[config.mk]
export PLATFORM = sky130hd
export DESIGN_NAME = vga_capture
export DESIGN_NICKNAME = d
export VERILOG_FILES = /design/src/rtl/vga_pkg.sv /design/src/rtl/vga_capture_sync_edge.sv /design/src/rtl/vga_capture.sv
export SDC_FILE = /design/constraint.sdc
export NUM_CORES = 1
export LEC_CHECK = 0
export ABC_AREA = 1
export BUFFER_PORTS_ARGS = -buffer_cell sky130_fd_sc_hd__buf_2
export CAP_MARGIN = 20
export CORE_ASPECT_RATIO = 1.25
export CORE_UTILIZATION = 45
export DETAILED_ROUTE_END_ITERATION = 6
export PLACE_DENSITY = 0.66
export SYNTH_ARGS = -nofsm -noshare
export SYNTH_HDL_FRONTEND = slang
export SYNTH_SLANG_ARGS = --single-unit
[constraint.sdc]
create_clock -name clk -period 1.7 [get_ports clk]
set_clock_uncertainty 0.2 [all_clocks]
set_input_delay 0.34 -clock clk [delete_from_list [all_inputs] [get_ports clk]]
set_output_delay 0.34 -clock clk [all_outputs]
set_load 0.02 [all_outputs]
[src/rtl/vga_pkg.sv]
// Shared definitions for the VGA capture path: default timing, FSM encoding
// and the 12-bit to 8-bit colour packing used by the tile memory.
package vga_pkg;

    localparam int DEF_H_ACTIVE    = 640;
    localparam int DEF_V_ACTIVE    = 480;
    localparam int DEF_H_BACKPORCH = 48;
    localparam int DEF_V_BACKPORCH = 33;
    localparam int DEF_TILE_LOG2   = 6;
    localparam int DEF_SAMPLE_OFF  = 16;

    typedef enum logic [2:0] {
        WAIT_VS   = 3'd0,
        VSYNC     = 3'd1,
        VBP       = 3'd2,
        LINE_WAIT = 3'd3,
        HBP       = 3'd4,
        ACTIVE    = 3'd5
    } state_t;

    // {R,G,B} 4:4:4 in, keeps the top 3/3/2 bits
    function automatic logic [7:0] pack_rgb(input logic [11:0] rgb);
        return {rgb[11:9], rgb[7:5], rgb[3:2]};
    endfunction

endpackage

[src/rtl/vga_capture_sync_edge.sv]
// Two-stage register on one sync line with rise/fall detect between stages.
// Both stages idle high so a released reset never looks like a falling edge.
module sync_edge (
    input  logic clk,
    input  logic reset,
    input  logic d,
    output logic rise,
    output logic fall
);

    logic q_p1;
    logic q_p2;

    always_ff @(posedge clk) begin
        if (!reset) begin
            q_p1 <= 1'b1;
            q_p2 <= 1'b1;
        end else begin
            q_p1 <= d;
            q_p2 <= q_p1;
        end
    end

    assign rise = q_p1 & ~q_p2;
    assign fall = ~q_p1 & q_p2;

endmodule

[src/rtl/vga_capture.sv]
// Locks to an incoming VGA stream and point-samples one pixel per tile into
// the tile memory, using the same address map the generator reads.
module vga_capture
    import vga_pkg::*;
#(
    parameter int H_ACTIVE    = DEF_H_ACTIVE,
    parameter int V_ACTIVE    = DEF_V_ACTIVE,
    parameter int H_BACKPORCH = DEF_H_BACKPORCH,
    parameter int V_BACKPORCH = DEF_V_BACKPORCH,
    parameter int TILE_LOG2   = DEF_TILE_LOG2,
    parameter int SAMPLE_OFF  = DEF_SAMPLE_OFF
) (
    input  logic       clk,
    input  logic       reset,
    input  logic [3:0] VGA_R,
    input  logic [3:0] VGA_G,
    input  logic [3:0] VGA_B,
    input  logic       VGA_HS_I,
    input  logic       VGA_VS_I,
    output logic [7:0] waddr,
    output logic [7:0] wdata,
    output logic       we,
    output logic       locked,
    output logic       frame_done,
    output logic       frame_err,
    output logic [7:0] frame_cnt
);

    localparam logic [TILE_LOG2-1:0] SOFF = TILE_LOG2'(SAMPLE_OFF);

    state_t      state;
    logic [9:0]  hcnt;
    logic [9:0]  vcnt;
    logic [9:0]  x;
    logic [9:0]  y;
    logic [11:0] rgb_p1;
    logic        hs_rise, hs_fall, vs_rise, vs_fall;
    logic        err;
    logic        sample;

    sync_edge u_hs (.clk(clk), .reset(reset), .d(VGA_HS_I), .rise(hs_rise), .fall(hs_fall));
    sync_edge u_vs (.clk(clk), .reset(reset), .d(VGA_VS_I), .rise(vs_rise), .fall(vs_fall));

    // stage 1: colour aligned with the registered sync edges
    always_ff @(posedge clk) begin
        rgb_p1 <= {VGA_R, VGA_G, VGA_B};
    end

    always_comb begin
        err = 1'b0;
        case (state)
            VBP, LINE_WAIT: err = vs_fall;
            HBP, ACTIVE:    err = vs_fall | hs_fall;
            default:        err = 1'b0;
        endcase
    end

    assign sample = (state == ACTIVE) && !err &&
                    (x[TILE_LOG2-1:0] == SOFF) && (y[TILE_LOG2-1:0] == SOFF);

    // stage 2: tile write and frame tracking
    always_ff @(posedge clk) begin
        if (!reset) begin
            state      <= WAIT_VS;
            hcnt       <= '0;
            vcnt       <= '0;
            x          <= '0;
            y          <= '0;
            we         <= 1'b0;
            waddr      <= '0;
            wdata      <= '0;
            locked     <= 1'b0;
            frame_done <= 1'b0;
            frame_err  <= 1'b0;
            frame_cnt  <= '0;
        end else begin
            we         <= sample;
            frame_done <= 1'b0;
            frame_err  <= 1'b0;
            if (sample) begin
                waddr <= {1'b1, x[TILE_LOG2+3:TILE_LOG2], y[TILE_LOG2+2:TILE_LOG2]};
                wdata <= pack_rgb(rgb_p1);
            end
            if (err) begin
                state     <= VSYNC;
                frame_err <= 1'b1;
                locked    <= 1'b0;
            end else begin
                case (state)
                    WAIT_VS: if (vs_fall) state <= VSYNC;
                    VSYNC: begin
                        if (vs_rise) begin
                            state <= VBP;
                            vcnt  <= '0;
                        end
                    end
                    VBP: begin
                        if (hs_rise) begin
                            if (vcnt == 10'(V_BACKPORCH - 1)) begin
                                state <= HBP;
                                hcnt  <= '0;
                                y     <= '0;
                            end else begin
                                vcnt <= vcnt + 10'd1;
                            end
                        end
                    end
                    LINE_WAIT: begin
                        if (hs_rise) begin
                            state <= HBP;
                            hcnt  <= '0;
                        end
                    end
                    HBP: begin
                        hcnt <= hcnt + 10'd1;
                        if (hcnt == 10'(H_BACKPORCH - 1)) begin
                            state <= ACTIVE;
                            x     <= '0;
                        end
                    end
                    ACTIVE: begin
                        x <= x + 10'd1;
                        if (x == 10'(H_ACTIVE - 1)) begin
                            y <= y + 10'd1;
                            if (y == 10'(V_ACTIVE - 1)) begin
                                state      <= WAIT_VS;
                                frame_done <= 1'b1;
                                frame_cnt  <= frame_cnt + 8'd1;
                                locked     <= 1'b1;
                            end else begin
                                state <= LINE_WAIT;
                            end
                        end
                    end
                    default: state <= WAIT_VS;
                endcase
            end
        end
    end

endmodule

==> out/metrics.yaml <==
die:
  initial_core_util: 0.472
  die_y_um: 109
  placeableCoreArea_sq_mm: 0.00880
  die_width_um: 87.9
  die_area_sq_mm: 0.00961
  core.rowCount: 38
  num_io_pins: 44
cts:
  clock_path_buffers: 2
  htreeDepth: 3
  clock_latency_ps: 360
  cts_buffers: 9
  clk_pin_slew_ps: 100
  cts_sinks: 83
  cts_tree: "yes"
  clockRootBuffer: "clkbuf_8"
yosys:
  synth.cell_area_sq_mm: 0.00415
  synthTopCellsByCount: "nand2_1 (122), dfxtp_1 (83), nor2_1 (69)"
  yosysTopAreaCellShare: 0.400
  synthesis.nets: 603
  avgSynthCellArea_sq_um: 7.17
  synthArstFlopShare: 0
  synth-seq-cells: 83
  ys_warn_count: 0
  synthesis.instances: 579
  yosys-top-cells-area: "dfxtp_1 (40%), nand2_1 (11%), nor2_1 (6.2%), nand3_1 (6.0%), a21oi_1 (5.3%)"
  synth.most_common_cell: "nand2_1"
  synth.distinct_cells: 33
  synth_edf_count: 0
  synth_seq_area_share: 0.400
  yosysTopAreaCell: "dfxtp_1"
  synth_top_flop_cell: "dfxtp_1"
cells_and_area:
  nFillCells: 617
  antenna_cells: 0
  drive_gt1_frac: 0.470
  seqCellArea_sq_mm: 0.00169
  multi_input_area_sq_mm: 0.00281
  finalNetCount: 764
  syn_to_final_growth_pct: 54.0
sta:
  finalCriticalPeriod_ps: 1860
  relSlewSlack: 0.721
  fin_crit_sh: 1.09
  timing.final.max_slew_violations: 0
  hold_viol_final: 0
  layout_setup_ws_ps: -157
  tightest_slew_ps: 418
  fmaxAchievable_mhz: 538
  whs_ps: 159
  rsz0062_at_grt: "yes"
  setup_violations: 52
placed_design:
  port_buffers: 39
  place_hpwl_mm: 7.65
  gp_congestion: 0.909
grt:
  overflow: 0
  grt_max_degree: 24
  grt_pass1_wl_mm: 18.1
  grt_antenna_before_repair: 0
  globalRouteTotalUtil: 0.238
  grt_pass1_vias: 4267
routing:
  detail_route.vias_per_cell: 5.24
  drt_iter0_drc: 280
  routed_wl_mm: 12.4
  ant_nets: 0
  vias: 4536
  drc_errors: 0
  firstDrtPassIters: 5
  wl_per_cell_um: 14.3
critical_path:
  cp_max_fo: 3
  arrival_ps: 1910
  crit_path_cell_trace: "ha_4 -> nand3_4 -> inv_2 -> nand3b_1 -> nor3_2 -> nand2_1 -> buf_4 -> xor2_1 -> nor2_1"
  critical_path.max_stage_delay_ps: 370
  crit_path_start_kind: "register"
  cp.required_ps: 1750
  critical_path_class: "reg2reg"
  slowest_stage: "dfxtp_2"
  endpoint_kind: "register"
power:
  finalPower_w: 0.00582
  p_leak_nw: 2.68
  worst_ir_drop_vdd_uv: 650
  p_per_area_mw_per_mm2: 910
min_path:
  hp-class: "in2reg"
job:
  cap_violations: 0
run_status:
  status: "finished with violations"
  violations: "setup timing"
==> where the power goes <==
part	total [W]	internal [W]	leakage, nW	switching (W)
Clock	0.00141	0.000600	0.0958	0.000815
Combinational	0.00231	0.00103	1.90	0.00128
Sequential	0.00210	0.00202	0.682	0.0000811
==> critical path, delay by kind of cell (launching register included) <==
kind	cells	cell delay, ps
simple gates	5	690
fa+ha+maj	1	150
xor+xnor	1	110
flops	1	370
buf+inv	2	210
==> path summary, 6_finish.rpt <==
check / from / endpoint / slack (ps) / cells after the start
max: y[1] / frame_cnt[0] / -160 / 9
min: reset / u_vs.q_p2 / 160 / 2
max reg2reg: y[1] / frame_cnt[0] / -160 / 9
min reg2reg: rgb_p1[6] / wdata[3] / 250 / 2
==> kinds of logic (layout without fill, tap and decap cells) <==
kind of cell,after synthesis,after routing,synth area share
fa+ha+maj,8,8,0.0241
compound gates,85,85,0.110
simple gates,307,309,0.344
xor+xnor,18,18,0.0380
flops,83,83,0.400
buf+inv,78,242,0.0835
==> through the flow <==
stage	worst slack, ps	instance area [sq um]	setup TNS [ps]	instances	utilization
after detailed placement	-160	5160	-6200	817	0.587
after CTS	-66.2	5790	-1120	853	0.658
after floorplan	-17.8	4180	-17.8	579	-
final	-157	6390	-2490	865	0.727
after global placement	-133	5160	-4490	817	0.587
after global routing	-251	6390	-7250	865	0.727
==> cells in the final DEF, fill, tap and decap left out, types with 15 or more instances in the layout <==
cell and count:
nand3_1 36, a21oi_2 26, dfxtp_1 66, nor2_1 58, buf_4 95, inv_1 40
o21ai_2 18, nand2_4 15, a21oi_1 22, buf_2 39, xor2_1 15, nand2_2 22
buf_6 17, nand4_1 20, nand2_1 92
==> layer usage <==
metal | track usage | part of all wire
met1 | 0.262 | 0.41
met2 | 0.447 | 0.54
met5 | 0 | 0
met3 | 0.0458 | 0.038
met4 | 0.0878 | 0.018
==> layout make-up <==
cell class	instances	share of cell area
multi-input combinational	420	0.440
sequential	83	0.265
timing repair buffer	165	0.200
inverter	60	0.0399
tap	120	0.0235
clock buffer	10	0.0215
clock inverter	6	0.00842
timing repair inverter	1	0.00137
==> what timing repair did <==
item                                    CTS  global route
pin swaps                                31            57
gates cloned                              1             2
resized for setup                        79           136
hold endpoints to repair                 10             0
hold buffers                             10             0
endpoints found under the setup margin   68            69
buffers inserted                          9            11
==> registers in the layout, indices dropped and copies added, names as in the netlist, 3 cells and up <==
signal	cells
waddr	8
x	10
y	10
vcnt	10
frame_cnt	8
state	3
rgb_p1	8
hcnt	10
wdata	8
Note: power is estimated with default switching activity, not from simulation.
